$ cat src/rtl/beamformer_pkg.sv
// Shared phase codes, datapath widths and default FIR coefficients for the
// 4-channel delay-and-sum beamformer.
package beamformer_pkg;

   typedef enum logic [2:0] {
      LOADIN          = 3'd0,
      FILTERING       = 3'd1,
      FINISHFILTERING = 3'd2,
      BEAMFORMING     = 3'd3,
      SUMMING         = 3'd4,
      DONE            = 3'd5
   } phase_t;

   localparam int FILT_W = 34;
   localparam int SUM_W  = 36;

   // h0 is the leftmost field and multiplies the newest sample
   localparam logic [63:0] DEFAULT_COEFS = {16'sd1, 16'sd2, 16'sd2, 16'sd1};

   function automatic logic legal_phase(input logic [2:0] code);
      return code <= 3'd5;
   endfunction

endpackage

$ cat src/rtl/bf_channel.sv
// One beamformer channel: sample history, 4-tap FIR, filtered-sample delay
// line and the aligned-sample register loaded during beamforming.
module bf_channel
   import beamformer_pkg::*;
#(
   parameter int SAMPLE_W = 16,
   parameter int COEF_W   = 16,
   parameter int TAPS     = 4,
   parameter int DEPTH    = 16,
   parameter logic [TAPS*COEF_W-1:0] COEFS = DEFAULT_COEFS
) (
   input  logic                        clk,
   input  logic                        rst_n,
   input  phase_t                      phase,
   input  logic                        sample_valid,
   input  logic signed [SAMPLE_W-1:0]  sample,
   input  logic [$clog2(DEPTH)-1:0]    delay_sel,
   output logic signed [FILT_W-1:0]    aligned
);

   localparam int PROD_W = SAMPLE_W + COEF_W;

   logic signed [SAMPLE_W-1:0] x  [TAPS];
   logic signed [FILT_W-1:0]   fd [DEPTH];
   logic signed [PROD_W-1:0]   prod [TAPS];
   logic signed [FILT_W-1:0]   y;
   logic                       pending;
   logic                       shift_en;

   assign shift_en = sample_valid && (phase == LOADIN || phase == FILTERING);

   always_comb begin
      y = '0;
      for (int k = 0; k < TAPS; k++) begin
         prod[k] = $signed(COEFS[(TAPS-1-k)*COEF_W +: COEF_W]) * x[k];
         y = y + {{(FILT_W-PROD_W){prod[k][PROD_W-1]}}, prod[k]};
      end
   end

   // y is always taken from the history as it stands after the previous
   // shift, so a push and a new shift can share an edge.
   always_ff @(posedge clk or negedge rst_n) begin
      if (!rst_n) begin
         for (int i = 0; i < TAPS; i++) x[i] <= '0;
         for (int i = 0; i < DEPTH; i++) fd[i] <= '0;
         pending <= 1'b0;
         aligned <= '0;
      end else begin
         if (shift_en) begin
            x[0] <= sample;
            for (int i = 1; i < TAPS; i++) x[i] <= x[i-1];
         end
         pending <= sample_valid && (phase == FILTERING);
         if (pending) begin
            fd[0] <= y;
            for (int i = 1; i < DEPTH; i++) fd[i] <= fd[i-1];
         end
         if (phase == BEAMFORMING) aligned <= fd[delay_sel];
      end
   end

endmodule

$ cat src/rtl/full_beamformer.sv
// Delay-and-sum receive beamformer: phase register, per-channel FIR/delay
// slices and the final 36-bit adder tree.
//
// state           | meaning
// LOADIN          | valid samples prime the FIR history only
// FILTERING       | valid samples shift in and push y into the delay line
// FINISHFILTERING | no new samples; an outstanding push drains
// BEAMFORMING     | each channel latches fd[delay_cfg]
// SUMMING         | aligned samples summed into summed_value
// DONE            | everything holds, done asserted
module full_beamformer
   import beamformer_pkg::*;
#(
   parameter int NUM_CH   = 4,
   parameter int SAMPLE_W = 16,
   parameter int COEF_W   = 16,
   parameter int TAPS     = 4,
   parameter int DEPTH    = 16,
   parameter logic [TAPS*COEF_W-1:0] COEFS = DEFAULT_COEFS
) (
   input  logic                               clk,
   input  logic                               rst_n,
   input  logic [2:0]                         next_control_state,
   input  logic [NUM_CH*SAMPLE_W-1:0]         sample_in,
   input  logic                               sample_valid,
   input  logic [NUM_CH*$clog2(DEPTH)-1:0]    delay_cfg,
   output logic [2:0]                         control_state,
   output logic signed [SUM_W-1:0]            summed_value,
   output logic                               sum_valid,
   output logic                               done
);

   localparam int DW = $clog2(DEPTH);

   phase_t                   phase;
   logic signed [FILT_W-1:0] aligned [NUM_CH];
   logic signed [SUM_W-1:0]  sum_next;

   for (genvar c = 0; c < NUM_CH; c++) begin : g_ch
      bf_channel #(
         .SAMPLE_W (SAMPLE_W),
         .COEF_W   (COEF_W),
         .TAPS     (TAPS),
         .DEPTH    (DEPTH),
         .COEFS    (COEFS)
      ) u_ch (
         .clk          (clk),
         .rst_n        (rst_n),
         .phase        (phase),
         .sample_valid (sample_valid),
         .sample       (sample_in[c*SAMPLE_W +: SAMPLE_W]),
         .delay_sel    (delay_cfg[c*DW +: DW]),
         .aligned      (aligned[c])
      );
   end

   always_comb begin
      sum_next = '0;
      for (int c = 0; c < NUM_CH; c++)
         sum_next = sum_next + {{(SUM_W-FILT_W){aligned[c][FILT_W-1]}}, aligned[c]};
   end

   // Illegal commands (6, 7) leave the phase untouched
   always_ff @(posedge clk or negedge rst_n) begin
      if (!rst_n) begin
         phase        <= LOADIN;
         summed_value <= '0;
         sum_valid    <= 1'b0;
      end else begin
         if (legal_phase(next_control_state)) phase <= phase_t'(next_control_state);
         if (phase == SUMMING) summed_value <= sum_next;
         sum_valid <= (phase == SUMMING);
      end
   end

   assign control_state = phase;
   assign done          = (phase == DONE);

endmodule

$ cat config.mk
export PLATFORM = sky130hd
export DESIGN_NAME = full_beamformer
export DESIGN_NICKNAME = d
export VERILOG_FILES = /design/src/rtl/beamformer_pkg.sv /design/src/rtl/bf_channel.sv /design/src/rtl/full_beamformer.sv
export SDC_FILE = /design/constraint.sdc
export NUM_CORES = 2
export LEC_CHECK = 0
export BUFFER_PORTS_ARGS = -buffer_cell sky130_fd_sc_hd__buf_2
export CAP_MARGIN = 20
export CORE_ASPECT_RATIO = 0.5
export CORE_UTILIZATION = 57
export DETAILED_ROUTE_END_ITERATION = 8
export PLACE_DENSITY_LB_ADDON = 0.05
export SLEW_MARGIN = 20
export SYNTH_ARGS = -nofsm -noshare
export SYNTH_HDL_FRONTEND = slang
export SYNTH_SLANG_ARGS = --single-unit
export TNS_END_PERCENT = 10
$ cat constraint.sdc
create_clock -name clk -period 10.95 [get_ports clk]
set_input_delay 0.5475 -clock clk [delete_from_list [all_inputs] [get_ports clk]]
set_output_delay 0.5475 -clock clk [all_outputs]
set_load 0.05 [all_outputs]
==> results.tsv <==
metric	value	unit
status	finished clean	
Syn. warnings	0	
drt drc	0	
routed wire length	242900	um
syn_area_per_cell	15.19	um2
setup TNS	0	ns
critical path's slowest cell	a2111oi_0	
Die Area	0.2178	mm2
most common cell after layout, fill and taps aside	dfrtp_1	
Async S/R FF share, synth	1.000	
Most Frequent Cell on Critical Path	a21oi_1	
PwrDens	262.2	mW/mm2
FP Rows	120	
Final Hold Vio Count	0	
number of global-route vias before repair	67510	
Routed Antenna Nets	0	
TritonCTS clock tree	yes	
Hold Path Class	input pin to flip-flop	
Bufs on Longest Clock Path	4	
arrival time worst endpoint	6.21	ns
crit-path cells	ha_1, inv_1, fa_1, nor2b_1, o21ai_1, a21oi_1, o21ai_0, a21oi_1, o31ai_1, a211oi_1, a2111oi_0, fa_1, inv_1, ha_1, and2_1, a221o_1, a21oi_1, a22oi_1, a211oi_1, o21ai_1, nor2_1	
Cell variety after synth	79	
EDFF count, synth	0	
pin count of the biggest net entering global routing	203	
FMAX	184.2	MHz
most frequent cells in the layout	2608 x dfrtp_1, 2352 x mux2_2, 680 x mux4_2, 320 x inv_1, 266 x nand2_1	
total congestion overflow	0	
Initial Util	0.5741	
Setup CP Type	flip-flop to flip-flop	
gr usage total	0.2299	
CP Data Required Time	11.73	ns
dpl cells	10690	
H-tree levels	4	
Main synth FF type	dfrtp_1	
Syn Inst Count	8097	
actual slew at the worst max-slew pin	1.170	ns
First-pass DRT Iterations	5	
Seq cells post-synth	2609	
CTS buffer count	234	
unrepaired setup endpoints after global routing	no	
Via density	5.892	
antenna violations before repair	19	
sequential element share of the synthesized area	0.5308	
Leakage	0.06237	uW
max-slew violations	0	
hpwl dp	155200	um
first-pass GRT wire length	396100	um
period utilisation layout	0.4958	
crit path time final	5.429	ns
layout cells sized above 1	0.4386	
Layout Nets	8537	
Root Driver	clkbuf_16	
via count	65890	
Largest stage delay, worst path	0.57	ns
final non-filler cell total	11180	
Area Overhead vs Synth	9.570	%
CP Capture Type	flip-flop	
max_slew headroom	0.2203	
Power Total	35340	uW
I/O Buffers	126	
endpoints failing setup	0	
Initial DRC Count	4662	
Startpoint Class	flip-flop	
WP buf/inv	2	
I/O pin total	127	
skew final	0.03090	ns
TritonCTS sink count	2609	
height of the die	330.5	um
Syn Nets	8503	
Fillers	16020	
Die Span X	659.0	um
max cap viols	0	
Hold WS	0.08564	ns
core area	0.2143	mm2
Worst-Skew Late Latency	0.87	ns
Max VDD drop	0.0001711	V
routed len/inst	21.72	um
Mapped Area	0.1230	mm2
gpl congestion	0.8738	
top cell family by delay on the critical path	compound AO/OA/AOI/OAI gates	
Worst-path clk slew	0.06	ns
CP max FO	7	
[worst register-to-register path: cells and delay by family, from the launching register on]
family                     cells  cell delay (ns)
buffers and inverters          2             0.14
and+or+nand+nor                3             0.44
AOI/OAI and AO/OA             12             3.16
DFF                            1             0.40
adders and majority gates      4             1.22
[power breakdown]
group	internal [uW]	switching, uW
sequential	12200	2010
combinational	6170	6490
clock	4770	3650
total	23200	12200
[flip-flops by register name, summed over array words and instances, names as in the netlist]
signal             cells
control_state          3
g_ch.u_ch.x          256
g_ch.u_ch.aligned    136
g_ch.u_ch.fd        2176
sum_valid              1
g_ch.u_ch.pending      1
summed_value          36
[timing repair]
action / CTS / global route
resized for setup: 0 / 0
setup buffers: 0 / 0
endpoints found under the hold margin: 168 / 0
hold buffers: 67 / 0
[cells by family after synthesis]
kind of cell    share of synthesized area
compound gates                    0.03360
xor+xnor                         0.007832
fa+ha+maj                         0.04140
buf+inv                           0.02513
flops                              0.5308
mux                                0.3400
simple gates                      0.02128
[worst paths after layout]
check,from,to,slack (ns),depth (start not counted)
min in group asynchronous,rst_n,g_ch[1].u_ch.x[48],0.23,2
setup / recovery,g_ch[2].u_ch.x[32],g_ch[2].u_ch.fd[536],5.52,21
hold reg to reg,g_ch[1].u_ch.x[24],g_ch[1].u_ch.x[8],0.47,2
setup reg to reg,g_ch[2].u_ch.x[32],g_ch[2].u_ch.fd[536],5.52,21
hold / removal,sample_in[43],g_ch[2].u_ch.x[59],0.09,2
max in group asynchronous,rst_n,g_ch[0].u_ch.fd[428],8.43,4
[synthesized netlist by cell type (all sizes together), types with 11 or more instances]
cell type | instances | area [um2]
xor2 | 44 | 385.4
or3 | 15 | 93.84
clkbuf | 389 | 1460
fa | 145 | 2903
ha | 175 | 2190
a21boi | 11 | 82.58
mux4 | 680 | 15310
nand2b | 15 | 93.84
nor2b | 24 | 150.1
o21ai | 243 | 1216
nand3b | 11 | 82.58
buf | 86 | 426.7
dfrtp | 2609 | 65290
o21bai | 17 | 131.4
o31ai | 24 | 180.2
and2 | 13 | 82.59
a21oi | 121 | 624.4
and3 | 21 | 132.6
a31oi | 22 | 156.4
nand2 | 266 | 998.5
o21a | 59 | 442.9
nor2 | 109 | 409.1
xnor2 | 66 | 578.1
nand3 | 32 | 160.2
nor3 | 32 | 160.2
a211oi | 17 | 132.6
mux2 | 2352 | 26490
inv | 320 | 1201
a21o | 62 | 466.7
[metrics by stage]
step	area [um2]	util	setup WS [ns]
2_1_floorplan	123000	-	6.307
3_3_place_gp	126300	0.5893	5.664
3_5_place_dp	126300	0.5893	5.585
4_1_cts	134700	0.6286	5.524
5_1_grt	134800	0.6290	5.111
6_report	134800	0.6290	5.521
[layer usage]
metal,GRT usage,vias up,part of all wire
met4,0.04318,2,0.017
li1,-,29910,-
met5,0,-,0.000045
met1,0.3739,34950,0.51
met2,0.3341,741,0.43
met3,0.03150,294,0.035
[cell type report]
class	count	area [um2]	share of cell area
Antenna cell	3	7.507	0.00005570
Clock inverter	81	957.2	0.007102
Sequential cell	2609	65290	0.4844
Inverter	321	1205	0.008940
Timing Repair Buffer	273	2271	0.01685
Tap cell	2867	3587	0.02662
Clock buffer	337	6804	0.05048
Multi-Input combinational cell	4692	54650	0.4055
No activity file was read; power rests on OpenSTA's default activity.
